===== src/rtl/fetch_unit.sv =====
// Instruction fetch front end. It keeps at most one memory request in flight and
// feeds a single-entry buffer that drives the IF/ID register directly.
module fetch_unit #(
  parameter logic [31:0] RESET_PC = 32'h0000_0000
) (
  input  logic        clk,
  input  logic        rst,
  output logic        imem_req,
  output logic [31:0] imem_addr,
  input  logic        imem_ready,
  input  logic [31:0] imem_rdata,
  input  logic        stall_in,
  input  logic        branch_taken,
  input  logic [31:0] branch_target,
  output logic [31:0] instrOut,
  output logic [31:0] PCplus4,
  output logic        hold,
  output logic        IF_flush
);

  typedef enum logic [1:0] {
    IDLE  = 2'd0,
    WAIT  = 2'd1,
    DRAIN = 2'd2
  } state_e;

  state_e      state_q, state_d;
  logic [31:0] pc_q, pc_d;
  logic        buf_valid_q, buf_valid_d;
  logic [31:0] buf_instr_q, buf_instr_d;
  logic [31:0] buf_pcplus4_q, buf_pcplus4_d;
  logic [31:0] drain_addr_q, drain_addr_d;

  logic        consume;
  logic [31:0] pc_plus4;
  logic [31:0] redirect_pc;

  function automatic logic [31:0] word_align(input logic [31:0] a);
    return a & 32'hFFFF_FFFC;
  endfunction

  // Wraps modulo 2^32 by construction.
  function automatic logic [31:0] next_word(input logic [31:0] a);
    return a + 32'd4;
  endfunction

  assign pc_plus4    = next_word(pc_q);
  assign redirect_pc = word_align(branch_target);
  assign instrOut    = buf_instr_q;
  assign PCplus4     = buf_pcplus4_q;

  // With nothing in the buffer the ID stage gets a bubble rather than a repeat.
  always_comb begin
    hold     = 1'b1;
    IF_flush = 1'b1;
    if (rst || branch_taken) begin
      hold     = 1'b1;
      IF_flush = 1'b1;
    end else if (stall_in) begin
      hold     = 1'b1;
      IF_flush = 1'b0;
    end else if (buf_valid_q) begin
      hold     = 1'b0;
      IF_flush = 1'b0;
    end
  end

  assign consume = ~hold;

  always_comb begin
    imem_req  = 1'b0;
    imem_addr = pc_q;
    case (state_q)
      IDLE:    imem_req = (~buf_valid_q | consume) & ~branch_taken;
      WAIT:    imem_req = 1'b1;
      DRAIN: begin
        imem_req  = 1'b1;
        imem_addr = drain_addr_q;
      end
      default: imem_req = 1'b0;
    endcase
    if (rst) begin
      imem_req = 1'b0;
    end
  end

  always_comb begin
    state_d       = state_q;
    pc_d          = pc_q;
    buf_valid_d   = buf_valid_q;
    buf_instr_d   = buf_instr_q;
    buf_pcplus4_d = buf_pcplus4_q;
    drain_addr_d  = drain_addr_q;

    if (consume) begin
      buf_valid_d = 1'b0;
    end

    if (branch_taken) begin
      // A redirect beats both a stall and any response arriving this cycle.
      buf_valid_d = 1'b0;
      pc_d        = redirect_pc;
      case (state_q)
        IDLE:  state_d = IDLE;
        WAIT: begin
          if (imem_ready) begin
            state_d = IDLE;
          end else begin
            drain_addr_d = pc_q;
            state_d      = DRAIN;
          end
        end
        DRAIN: begin
          if (imem_ready) begin
            state_d = IDLE;
          end
        end
        default: state_d = IDLE;
      endcase
    end else begin
      case (state_q)
        IDLE: begin
          if (imem_req) begin
            if (imem_ready) begin
              buf_instr_d   = imem_rdata;
              buf_pcplus4_d = pc_plus4;
              buf_valid_d   = 1'b1;
              pc_d          = pc_plus4;
            end else begin
              state_d = WAIT;
            end
          end
        end
        WAIT: begin
          if (imem_ready) begin
            buf_instr_d   = imem_rdata;
            buf_pcplus4_d = pc_plus4;
            buf_valid_d   = 1'b1;
            pc_d          = pc_plus4;
            state_d       = IDLE;
          end
        end
        DRAIN: begin
          // The stale response is dropped; the buffer stays empty.
          if (imem_ready) begin
            state_d = IDLE;
          end
        end
        default: state_d = IDLE;
      endcase
    end
  end

  always_ff @(posedge clk) begin
    if (rst) begin
      state_q       <= IDLE;
      pc_q          <= RESET_PC;
      buf_valid_q   <= 1'b0;
      buf_instr_q   <= 32'h0;
      buf_pcplus4_q <= 32'h0;
      drain_addr_q  <= 32'h0;
    end else begin
      state_q       <= state_d;
      pc_q          <= pc_d;
      buf_valid_q   <= buf_valid_d;
      buf_instr_q   <= buf_instr_d;
      buf_pcplus4_q <= buf_pcplus4_d;
      drain_addr_q  <= drain_addr_d;
    end
  end

endmodule


===== config.mk =====
export PLATFORM = sky130hd
export DESIGN_NAME = fetch_unit
export DESIGN_NICKNAME = d
export VERILOG_FILES = /design/src/rtl/fetch_unit.sv
export SDC_FILE = /design/constraint.sdc
export NUM_CORES = 1
export LEC_CHECK = 0
export ABC_AREA = 1
export CAP_MARGIN = 20
export CORE_ASPECT_RATIO = 2
export CORE_MARGIN = 2
export CORE_UTILIZATION = 53
export DETAILED_ROUTE_END_ITERATION = 10
export PLACE_DENSITY_LB_ADDON = 0.25
export SETUP_SLACK_MARGIN = 0.15
export SYNTH_ARGS = -nofsm -noshare
export SYNTH_HDL_FRONTEND = slang
export SYNTH_SLANG_ARGS = --single-unit

===== constraint.sdc =====
create_clock -name clk -period 3.57 [get_ports clk]
set_input_delay 0.5355 -clock clk [delete_from_list [all_inputs] [get_ports clk]]
set_output_delay 0.5355 -clock clk [all_outputs]
set_load 0.02 [all_outputs]

## Yosys cells after proc, flatten, opt, wreduce, memory -nomap -nowiden

Index checks and enable logic that the tools add are counted.

- Register bits after elaboration: 131
- Bits of input ports: 69
- Output and inout port bits: 99
- Word-level logic and storage cells: 59

- Add/subtract/negate cells: 1
- Equality and inequality tests: 5
- Muxes and demuxes: 29
- Bitwise operators: 6
- Reduce and logical (&&, ||, !) cells: 11

Operator list:

| cell | number |
|---|---|
| 2-to-1 mux 32 bit | 8 |
| one-hot mux 32 bit (2 select lines) | 3 |
| adder 32 x 3 -> 32 bit (second input constant) | 1 |
| 2-to-1 mux 2 bit | 5 |
| 2-to-1 mux 1 bit | 9 |
| one-hot mux 2 bit (2 select lines) | 2 |
| inequality test 3 bit (second input constant) | 2 |
| AND reduction 2 bit | 3 |
| AND reduction 3 bit | 2 |
| NOT 1 bit | 4 |
| one-hot mux 1 bit (2 select lines) | 2 |
| OR reduction 2 bit | 2 |
| nonzero test 3 bit | 1 |
| == test 2 x 1 -> 1 bit (second input constant) | 1 |
| == test 2 bit (second input constant) | 1 |
| logical NOT 2 bit | 1 |
| inequality test 2 bit (second input constant) | 1 |
| nonzero test 2 bit | 1 |
| bitwise AND 1 bit | 1 |
| logical OR 1 bit | 1 |
| bitwise OR 1 bit | 1 |

## Depth between registers and ports, before layout

Gate-level depths: netlist of the first run.

- Word-level depth: 11
- Depth in mapped cells: 13
- Mapped depth without buffers: 12

## Least setup slack after synthesis of the first run

No wires, ideal clock.

- Path kind: register to output
- Start point: register state_q[0]
- End point: output port imem_addr[29]
- Arrival time: 1.522 ns
- Data required time: 3.034 ns
- Slack: 1.512 ns
- Cell stages (with the launch flop): 6
- Path buffers: 2
- Cell sequence: dfxtp_1 -> inv_1 -> ha_1 -> clkbuf_1 -> clkbuf_1 -> o21ai_0

- Longest elaborated chain between the ends: 2

RTL lines:

| item | line | RTL |
|---|---|---|
| start: declaration | 27 | `state_e state_q, state_d;` |
| start signal: assignment | 163 | `state_q <= state_d;` |
| == test 2 bit | 73 | `case (state_q)` |
| 2-to-1 mux 32 bit | 73 |  |
| end: declaration | 9 | `output logic [31:0] imem_addr,` |

No other way between the ends.

## Worst setup path after layout of the first run

- Start point: register state_q[0]
- End point: output port imem_addr[22]

Same word-level chain as after synthesis.

==> results of run 1 <==
[worst reg2reg max path, delay by kind of cell, from the launching register on]
kind                     cells  cell delay [ps]
AO/OA/AOI/OAI                2              340
AND/OR/NAND/NOR              6             1000
flip-flops                   1              350
adder cells (fa/ha/maj)      1              310
buffers and inverters        3              560
[cell families (layout without fill, tap and decap cells)]
group           Yosys count  count (layout)  synth area share, %
simple gates            489             489                31.46
other cells               1               4              0.05991
fa+ha+maj                 5               5               0.9994
buf+inv                 147             291                10.19
xor+xnor                 11              11                1.539
flops                   125             125                39.98
compound gates          196             196                15.77
[state kept, by name, indices dropped and copies added (netlist names)]
signal        count
PCplus4          30
buf_valid_q       1
drain_addr_q     30
instrOut         32
pc_q             30
state_q           2
[through the flow]
step	hold slack, ps	std cells	utilization (%)	power, uW	worst slack (ps)
after detailed placement	434.2	1234	67.55	2355	625.7
after global placement	430.0	1234	67.55	2343	674.2
after floorplan	423.3	977	-	2039	1512
after CTS	439.3	1266	72.98	4191	360.7
final	436.4	1266	72.98	4185	355.2
after global routing	456.6	1266	72.98	4337	211.3
[synthesized netlist by cell type]
cell,instances,area [sq um]
sky130_fd_sc_hd__a21boi_0,1,7.510
sky130_fd_sc_hd__a21oi_1,114,570.6
sky130_fd_sc_hd__buf_1,1,3.750
sky130_fd_sc_hd__buf_2,17,85.08
sky130_fd_sc_hd__buf_4,5,37.54
sky130_fd_sc_hd__buf_6,2,22.52
sky130_fd_sc_hd__clkbuf_1,32,120.1
sky130_fd_sc_hd__clkbuf_2,1,5.000
sky130_fd_sc_hd__clkbuf_8,3,41.29
sky130_fd_sc_hd__conb_1,1,3.750
sky130_fd_sc_hd__dfxtp_1,125,2502
sky130_fd_sc_hd__ha_1,5,62.56
sky130_fd_sc_hd__inv_1,86,322.8
sky130_fd_sc_hd__nand2_1,331,1242
sky130_fd_sc_hd__nand2_2,1,6.260
sky130_fd_sc_hd__nand3_1,83,415.4
sky130_fd_sc_hd__nand4_1,7,43.79
sky130_fd_sc_hd__nor2_1,62,232.7
sky130_fd_sc_hd__nor2_2,2,12.51
sky130_fd_sc_hd__nor3_1,2,10.01
sky130_fd_sc_hd__o21ai_0,80,400.4
sky130_fd_sc_hd__o21ai_2,1,8.760
sky130_fd_sc_hd__or2_2,1,6.260
sky130_fd_sc_hd__xnor2_1,1,8.760
sky130_fd_sc_hd__xor2_1,10,87.58
[metal layers]
layer	vias up	part of all wire [%]	wire length (um)	track usage, %
met5	-	0	0	0
met4	0	5.5	1035	17.51
met3	66	5.5	1036	5.872
met2	246	53	10120	54.43
met1	3114	36	6792	30.31
li1	3379	-	-	-
[placed cells by master, fill, tap and decap left out]
cell and instances:
sky130_fd_sc_hd__a21boi_0 1, sky130_fd_sc_hd__a21oi_1 114, sky130_fd_sc_hd__buf_12 1, sky130_fd_sc_hd__buf_2 2
sky130_fd_sc_hd__buf_4 11, sky130_fd_sc_hd__bufinv_16 4, sky130_fd_sc_hd__clkbuf_1 1, sky130_fd_sc_hd__clkbuf_16 17
sky130_fd_sc_hd__clkbuf_8 1, sky130_fd_sc_hd__clkdlybuf4s50_1 159, sky130_fd_sc_hd__clkinv_2 2, sky130_fd_sc_hd__clkinv_4 4
sky130_fd_sc_hd__clkinvlp_4 2, sky130_fd_sc_hd__conb_1 4, sky130_fd_sc_hd__dfxtp_1 125, sky130_fd_sc_hd__ha_1 5
sky130_fd_sc_hd__inv_1 86, sky130_fd_sc_hd__inv_6 1, sky130_fd_sc_hd__nand2_1 331, sky130_fd_sc_hd__nand2_2 1
sky130_fd_sc_hd__nand3_1 83, sky130_fd_sc_hd__nand4_1 7, sky130_fd_sc_hd__nor2_1 61, sky130_fd_sc_hd__nor2_2 2
sky130_fd_sc_hd__nor2_4 1, sky130_fd_sc_hd__nor3_1 2, sky130_fd_sc_hd__o21ai_0 80, sky130_fd_sc_hd__o21ai_4 1
sky130_fd_sc_hd__or2_2 1, sky130_fd_sc_hd__xnor2_1 1, sky130_fd_sc_hd__xor2_1 10
[area by class of cell]
| type | count | area, sq um |
|---|---|---|
| Clock inverter | 13 | 188.9 |
| Clock buffer | 19 | 442.9 |
| Timing Repair Buffer | 173 | 1704 |
| Sequential cell | 125 | 2502 |
| Inverter | 86 | 322.8 |
| Fill cell | 972 | 3143 |
| Multi-Input combinational cell | 705 | 3146 |
| Tap cell | 145 | 181.4 |
[worst paths after layout]
path | cells after the start | slack (ps) | end
min reg2reg | 2 | 440 | drain_addr_q[18]
max | 6 | 360 | imem_addr[22]
max reg2reg | 12 | 840 | instrOut[20]
min | 3 | 440 | buf_valid_q
[power by group through the flow]
| stage | logic (uW) | clock network [uW] | registers, uW |
|---|---|---|---|
| final | 782 | 1850 | 1560 |
| after global routing | 853 | 1920 | 1560 |
| after CTS | 781 | 1860 | 1550 |
| after detailed placement | 773 | 0 | 1580 |
| after global placement | 763 | 0 | 1580 |
| after floorplan | 446 | 0 | 1590 |
==> metrics.csv, run 1 <==
metric,value,unit
CP startpoint kind,flip-flop,
CTS tree,yes,
Gate Count Post-Synth,974,
cell area power density,493.0,mW/mm^2
clock root buffer master,sky130_fd_sc_hd__clkbuf_16,
final hold violation count,0,
time the final worst path needs with I/O delays and setup,3215,ps
min-delay src,rst,
Worst IR Drop VDD,0.3726,mV
unique cell type count in the Yosys netlist,25,
post_cts resized,0,
wire length of the first global-routing pass,29.34,mm
switching fraction of total power,29.08,%
top-level port count,168,
Worst slew margin,32.08,%
transition time at the pin with the least slew margin,1019,ps
effective utilization at floorplan,53.82,%
post-DR vias/cell,5.375,
crit path kind,flip-flop to output port,
Buffers & Inverters on Critical Path,3,
result of the run,completed,
number of endpoints failing setup at the final stage,0,
area enclosed by the die boundary,0.01275,sq mm
Setup Total Neg Slack,0,ps
Hold Buf Count CTS,0,
CP arrival,2680,ps
maximum count of clock buffers along a single path,2,
class of the tightest hold or removal check,primary input to flip-flop,
post-detailed-placement half-perimeter wirelength,13.31,mm
start point of the critical path,state_q[0],
number of sinks driven by the clock tree,125,
max-slew violation count,0,
pin count of the biggest net entering global routing,94,
share of the cycle needed by the critical path after routing,90.05,%
Clock transition at path regs,60,ps
critical path peak fanout,29,
count of antenna diodes in the layout,0,
number of rows created at floorplan,56,
fraction of final layout cells sized beyond drive strength 1,4.550,%
worst-path cell chain,"inv_1, ha_1, buf_4, nand2_1, o21ai_0, clkdlybuf4s50_1",
combinational share of power,18.7,%
vias,6805,
TritonCTS Buffers,17,
placed instance area,0.007856,sq mm
area of the core,0.01163,sq mm
number of global-route vias before repair,6214,
depth of the CTS H-tree,4,
family of cells with the greatest summed delay on the critical path,buffers and inverters,
number of max-capacitance violations reported,0,
remaining antenna violation count,0,
number of buffers added on ports,161,
startpoint of the most critical register-to-register path,state_q[1],
count of nets after finishing,1182,
crit path max-delay cell type,sky130_fd_sc_hd__clkdlybuf4s50_1,
Syn Std Cell Area,0.006260,sq mm
Clock power frac,44.1,%
post-route DRC violation count,0,
Internal Dissipation,2968,uW
Pleak,0.003143,uW
net switching power figure,1217,uW
Yosys Warn Count,0,
Layout Area Growth over Synthesis,35.60,%
clock latency at the later pin of the worst-skew pair,420,ps
"FF+latch count, synth",125,
detailed-routing iteration count for the pre-antenna-repair pass,5,
Syn Area/Cell,6.427,sq um
GRT overflow,0,
buffers inserted during post-CTS setup optimization,0,
sequential share of power,37.2,%
Die Span Y,157.7,um
sort of element at the end of the critical path,output port,
DIE WIDTH,80.85,um
All-Layer GR Usage,29.79,%
finished layout cell area,0.008488,sq mm
GPL Wtd Cong,0.9763,
Highest Clock Rate,311.1,MHz
final WL,18.98,mm
wire length per cell,14.99,um
number of antenna violations at the first check in global routing,0,
sequential cell area fraction in the yosys report,39.98,%
Slowest Stage Delay on Critical Path,650,ps
starting DRC count in detailed routing,482,
final setup skew,7.955,ps
unrepaired setup endpoints after global routing,no,
required time at the endpoint of the critical path,3030,ps
(Power assumes the default switching activity.)
==> run 2, diff against run 1 <==
--- a/config.mk
+++ b/config.mk
@@ -11,6 +11,7 @@
 export CORE_MARGIN = 2
 export CORE_UTILIZATION = 53
 export DETAILED_ROUTE_END_ITERATION = 10
+export GPL_TIMING_DRIVEN = 0
 export PLACE_DENSITY_LB_ADDON = 0.25
 export SETUP_SLACK_MARGIN = 0.15
 export SYNTH_ARGS = -nofsm -noshare
==> run 2 against run 1 <==
Maximum frequency up 0.23%; critical path depth up 1; cell area up 2.5%; core utilization up 1.8 points; non-clock buffer count up 49; die area unchanged; sequential power about the same; largest cell class unchanged; first-iteration DRC count up 18%; highest routed layer unchanged; clock-buffer cell count down 1; sequential share of layout area down 0.71 points; flip-flop and latch count unchanged; clock skew up 3.4 ps.
==> metrics.csv, run 2 (synthesis gave the netlist of run 1 again) <==
metric,value,unit
count of antenna diodes in the layout,0,
post-route DRC violation count,0,
crit path max-delay cell type,sky130_fd_sc_hd__clkdlybuf4s50_1,
cell area power density,489.1,mW/mm^2
Clock transition at path regs,60,ps
"leading cell type in the layout, fill and taps excluded",sky130_fd_sc_hd__nand2_1,
post-detailed-placement half-perimeter wirelength,16.40,mm
Pleak,0.003251,uW
worst-path cell chain,"inv_1, ha_1, clkbuf_2, clkbuf_1, nand2_1, o21ai_0, clkdlybuf4s50_1",
TritonCTS Buffers,17,
Highest Clock Rate,311.8,MHz
met3 Track Usage GR,6.613,%
area enclosed by the die boundary,0.01275,sq mm
detailed-routing iteration count for the pre-antenna-repair pass,6,
unrepaired setup endpoints after global routing,no,
Setup Total Neg Slack,0,ps
Hold Buf Count CTS,0,
All-Layer GR Usage,34.25,%
final WL,21.67,mm
remaining antenna violation count,0,
CP arrival,2670,ps
starting DRC count in detailed routing,570,
wire length of the first global-routing pass,33.18,mm
wire length per cell,16.49,um
finished layout cell area,0.008697,sq mm
post-DR vias/cell,5.424,
WHS Path Cells,2,
number of antenna violations at the first check in global routing,0,
Worst IR Drop VDD,0.4613,mV
sort of element at the end of the critical path,output port,
number of sinks driven by the clock tree,125,
effective utilization at floorplan,53.82,%
number of max-capacitance violations reported,0,
Worst slew margin,43.26,%
number of global-route vias before repair,6939,
result of the run,completed,
time the final worst path needs with I/O delays and setup,3207,ps
Die Span Y,157.7,um
final setup skew,11.34,ps
crit path kind,flip-flop to output port,
Register-to-Register Path Depth,12,
fraction of final layout cells sized beyond drive strength 1,5.646,%
pin count of the biggest net entering global routing,17,
number of buffers added on ports,161,
Layout Area Growth over Synthesis,38.94,%
most frequent cells in the layout,"331 x sky130_fd_sc_hd__nand2_1, 161 x sky130_fd_sc_hd__clkdlybuf4s50_1, 125 x sky130_fd_sc_hd__dfxtp_1",
clock root buffer master,sky130_fd_sc_hd__clkbuf_16,
vias,7127,
DIE WIDTH,80.85,um
share of the cycle needed by the critical path after routing,89.85,%
Slowest Stage Delay on Critical Path,630,ps
depth of the CTS H-tree,4,
area of the core,0.01163,sq mm
met1 Resource Use GR,31.76,%
placed instance area,0.008064,sq mm
max-slew violation count,0,
CP startpoint kind,flip-flop,
maximum count of clock buffers along a single path,2,
top-level port count,168,
class of the tightest hold or removal check,flip-flop to flip-flop,
count of nets after finishing,1231,
Largest register FFs,32,
critical path peak fanout,10,
GPL Wtd Cong,0.9276,
met2 layer usage reported by global route,63.75,%
GRT overflow,0,
buffers inserted during post-CTS setup optimization,0,
transition time at the pin with the least slew margin,848.0,ps
number of rows created at floorplan,56,
CTS tree,yes,
clock latency at the later pin of the worst-skew pair,420,ps
final hold violation count,0,
number of endpoints failing setup at the final stage,0,
highest-utilization routing layer at the global route stage,met2,
required time at the endpoint of the critical path,3030,ps
run 2: cell count changes in the layout (fill, tap and decap cells not counted), moves of 2 or more:
cell	change
sky130_fd_sc_hd__clkbuf_2	+3
sky130_fd_sc_hd__clkbuf_1	+29
sky130_fd_sc_hd__clkdlybuf4s50_1	+2
sky130_fd_sc_hd__buf_4	-6
sky130_fd_sc_hd__buf_2	+15
sky130_fd_sc_hd__buf_6	+2
sky130_fd_sc_hd__clkbuf_8	+3
run 2: per-layer routing:
| layer | part of all wire (%) | up-vias |
|---|---|---|
| li1 | - | 3467 |
| met1 | 33 | 3207 |
| met2 | 53 | 348 |
| met3 | 5.6 | 105 |
| met4 | 7.7 | 0 |
| met5 | 0 | - |
run 2: what timing repair did:
| item | 4_1_cts | 5_1_grt |
|---|---|---|
| endpoints found under the setup margin | 5 | 1 |
| hold endpoints to repair | 0 | 0 |
| resized for setup | 1 | 2 |
run 2: worst max-delay path: cells and delay by family, from the launching register on:
kind,cells,cell delay (ps)
AOI/OAI and AO/OA,1,110
adders and majority gates,1,190
buffers and inverters,4,1460
DFF,1,360
and+or+nand+nor,1,140
run 2: worst paths after layout:
kind,slack (ps),endpoint,startpoint
max,360,imem_addr[27],state_q[0]
max reg2reg,1210,pc_q[28],pc_q[3]
min,440,drain_addr_q[15],drain_addr_q[15]
min reg2reg,440,drain_addr_q[15],drain_addr_q[15]
run 2: metrics by stage:
step	std cells	hold slack (ps)	util, %	setup WS, ps	power [uW]
after detailed placement	1283	436.5	69.33	491.9	2405
after global routing	1314	463.9	74.77	215.3	4396
final	1314	444.3	74.77	362.5	4254
after CTS	1314	444.9	74.76	271.2	4243
after global placement	1283	430.8	69.33	536.7	2393
after floorplan	977	423.3	-	1512	2039
run 2: report_power, final:
part,internal (uW),switching [uW],total [uW]
sequential,1480,82.3,1560
combinational,327,514,841
clock,1190,666,1850
run 2: cell type report:
class                      count  area (sq um)
tap                          145         181.4
fill                         955          2934
timing repair buffer         161          1612
clock buffer                  18         439.2
multi-input combinational    705          3131
clock inverter                13         191.4
inverter                      86         322.8
buffer                        61         317.8
sequential                   125          2502
==> RTL edit 1 (settings of run 2) <==
Re-encode `state_e` (3 states) as one-hot, 3 bits wide.
--- a/src/rtl/fetch_unit.sv
+++ b/src/rtl/fetch_unit.sv
@@ -18,10 +18,10 @@
   output logic        IF_flush
 );
 
-  typedef enum logic [1:0] {
-    IDLE  = 2'd0,
-    WAIT  = 2'd1,
-    DRAIN = 2'd2
+  typedef enum logic [2:0] {
+    IDLE  = 3'b001,
+    WAIT  = 3'b010,
+    DRAIN = 3'b100
   } state_e;
 
   state_e      state_q, state_d;
Function: no difference found for any inputs over 4 cycles, from zero or initial values and one cycle with rst high; so few cycles prove little.
==> RTL edit 1 against run 2 <==
- design area rose by 3.8%
- total power down 0.16%
- sequential cell count rose by 1
- setup slack better by 240 ps
- wire length increased by 4.3%
- global-route usage down 1.1 points
- clock power up 3%
- area after synthesis is 5.3% higher
- cell count increased by 4.5%
- critical path depth fell by 2
- synthesized cell count is 5.9% higher
- die area is 5.1% higher
==> RTL edit 1: results (changes against run 2) <==
| Metric | Value |
|---|---|
| 1st-iter DRT viols | 555 (-2.6%) |
| VDD IR max | 0.409 mV (-11%) |
| Syn Area/Cell | 6.40 sq um (-0.49%) |
| # placed instances | 1341 (+4.5%) |
| Comb pwr | 0.810 mW (-3.7%) |
| Worst Skew | 7.75 ps (-3.59 ps) |
| Count of different cell masters after synthesis | 32 (+28%) |
| Flops & latches, synth | 126 (+0.80%) |
| Synth top area cells | dfxtp_1 (38%), nand2_1 (17%), nor2_1 (10%) |
| DR WL/cell | 16.5 microns (-0.17%) |
| Worst slew pin tran | 596 ps (-252 ps) |
| Synth Area in Adders | 0.190% (-0.81 points) |
| Worst r2r path cells | 10 (-2) |
| Worst min path class | in -> reg |
| Pwr Density | 471 nW/um^2 (-3.8%) |
| Sequential fraction of the synthesis area | 38.3% (-1.7 points) |
| Compound-cell area share of the yosys netlist | 14.1% (-1.7 points) |
| Fin Hold WS | 436 ps (-7.83 ps) |
| Non-Filler Instances | 1373 (+4.5%) |
| Worst hold endpoint | state_q[1] |
| RD Place Congestion | 1.07 (+15%) |
| Gr usage total | 33.1% (-1.1 points) |
| DP HPWL | 17.0 mm (+3.7%) |
| Worst hold path startpoint | branch_taken |
| Vias | 7370 (+3.4%) |
| Cts repair resizes | 0 (-1) |
| Worst R2R Start | pc_q[2] |
| Status | finished clean |
| Critical Path Sink | imem_addr[10] |
| Slowest stage delay, CP | 680 ps (+50 ps) |
| Commonest cells in the netlist | nand2_1 (307), nor2_1 (179), dfxtp_1 (126), a21oi_1 (99), o21ai_0 (77) |
| Fmax achieved | 337 MHz (+8.0%) |
| DRT Pass-1 Iters | 5 (-1) |
| CP arrival | 2440 ps (-230 ps) |
| Reg2reg end | pc_q[12] |
| First-pass GRT wire length | 35.2 mm (+6.1%) |
| IO Port Bufs | 160 (-0.62%) |
| Cell count of the worst hold path | 4 (+2) |
| Vias in the first global route | 7113 (+2.5%) |
| XOR/XNOR Fraction of Synth Area | 0.531% (-1.0 points) |
[RTL edit 1: cell types whose count changed after synthesis, sizes merged, moves of 3 or more]
cell    before  now
nor2        64  184
nand3b       0   38
nand3       83   48
inv         86   59
nand2      332  314
a21oi      114   99
buf         25   32
xor2        10    3
nand4        7    1
ha           5    1
clkbuf      36   33
o21ai       81   84
[RTL edit 1: cell type report]
type                            instances  area, sq um
Buffer                                 65          375
Clock buffer                           18          429
Clock inverter                         14          204
Fill cell                            1044         3100
Inverter                               61          230
Multi-Input combinational cell        782         3480
Sequential cell                       126         2520
Tap cell                              147          184
Timing Repair Buffer                  160         1600
[RTL edit 1: metal layers]
layer | vias to the layer above | track usage (%) | wire length [microns]
met5 | - | 0 | 0
met4 | 0 | 24.6 | 1710
met3 | 84 | 5.89 | 1150
met2 | 292 | 62.8 | 12100
met1 | 3356 | 30.8 | 7630
li1 | 3638 | - | -
==> RTL edit 2 (settings of run 2) <==
Made on the original files. Reset style: asynchronous (`rst`), changed in one clocked block.
--- a/src/rtl/fetch_unit.sv
+++ b/src/rtl/fetch_unit.sv
@@ -151,7 +151,7 @@
     end
   end
 
-  always_ff @(posedge clk) begin
+  always_ff @(posedge clk or posedge rst) begin
     if (rst) begin
       state_q       <= IDLE;
       pc_q          <= RESET_PC;
Check against the original RTL: differs if rst is asserted again (counterexample within 4 cycles, from zero or initial values and one cycle with rst high); with rst held inactive, the same outputs for 4 cycles.
==> RTL edit 2 against run 2 <==
- core utilization hardly changed
- cell count is 4.6% lower
- design area is 4.3% higher
- setup slack lost 36 ps
- wire length grew 0.30%
- area after synthesis increased by 5.0%
- clock skew is 2.8 ps lower
- sequential share of layout area increased by 5.7 points
- sequential cell count did not move
- synthesized cell count shrank 6.9%
- largest cell class is now registers
- highest routed layer unchanged
Power is not compared: it rests on default switching activity, and its combinational part moved more than twofold at a synthesized area within 25%.
==> RTL edit 2: results (changes against run 2) <==
| Metric | Value |
|---|---|
| ClkCell Share | 6.71% (-0.54 points) |
| Buffers, non-clock | 210 (-5.4%) |
| FF-to-FF setup slack | 1230 ps (+20 ps) |
| Worst hold path startpoint | instrOut[23] |
| Sequential fraction of the synthesis area | 47.6% (+7.6 points) |
| Dpl cell area | 8450 sq um (+4.8%) |
| M1 WL | 7.08 mm (-2.3%) |
| Critical Path Sink | imem_addr[26] |
| Total power | roughly 8.2 mW |
| Routing usage on met3 | 5.20% (-1.4 points) |
| RD Place Congestion | 1.02 (+10%) |
| Worst Setup SP | state_q[0] |
| Status | finished clean |
| Worst hold endpoint | instrOut[23] |
| Fin Hold WS | 476 ps (+31.8 ps) |
| Count of multi-input gates | 689 (-2.3%) |
| Pre-CTS setup slack | 483 ps (-9.10 ps) |
| Count of different cell masters after synthesis | 26 (+4.0%) |
| Vias in the first global route | 6729 (-3.0%) |
| 1st-iter DRT viols | 445 (-22%) |
| Worst R2R Start | pc_q[2] |
| CP arrival | 2710 ps (+40 ps) |
| FILL cells | 929 (-2.7%) |
| Drt via density | 5.35 (-1.3%) |
| P&R area growth vs syn | 37.9% |
| Clock buffer count | 19 (+1) |
-- RTL edit 2: cell types whose count changed after synthesis, moves of 8 or more --
cell      delta
clkbuf_1    -16
inv_1       -41
o21ai_0      -8
o21ai_1     +13
nor2_1      -17
dfxtp_1    -125
nand2_1    +100
a21oi_1    -106
dfrtp_1    +125
nand3_1      -8
-- RTL edit 2: cell families (layout without fill, tap and decap cells) --
| group | Yosys count | after routing | synth area share, % |
|---|---|---|---|
| DFF | 125 | 125 | 47.6 |
| adders and majority gates | 5 | 5 | 0.951 |
| other | 1 | 4 | 0.0570 |
| xor gates and xnor gates | 10 | 10 | 1.45 |
| AOI/OAI and AO/OA | 96 | 96 | 7.55 |
| and+or+nand+nor | 574 | 574 | 35.5 |
| buffers and inverters | 96 | 292 | 6.87 |
-- RTL edit 2: timing repair --
item                       in CTS  in global routing
gates resized for setup         2                  6
hold endpoints to repair        0                  0
setup endpoints to repair      20                 25
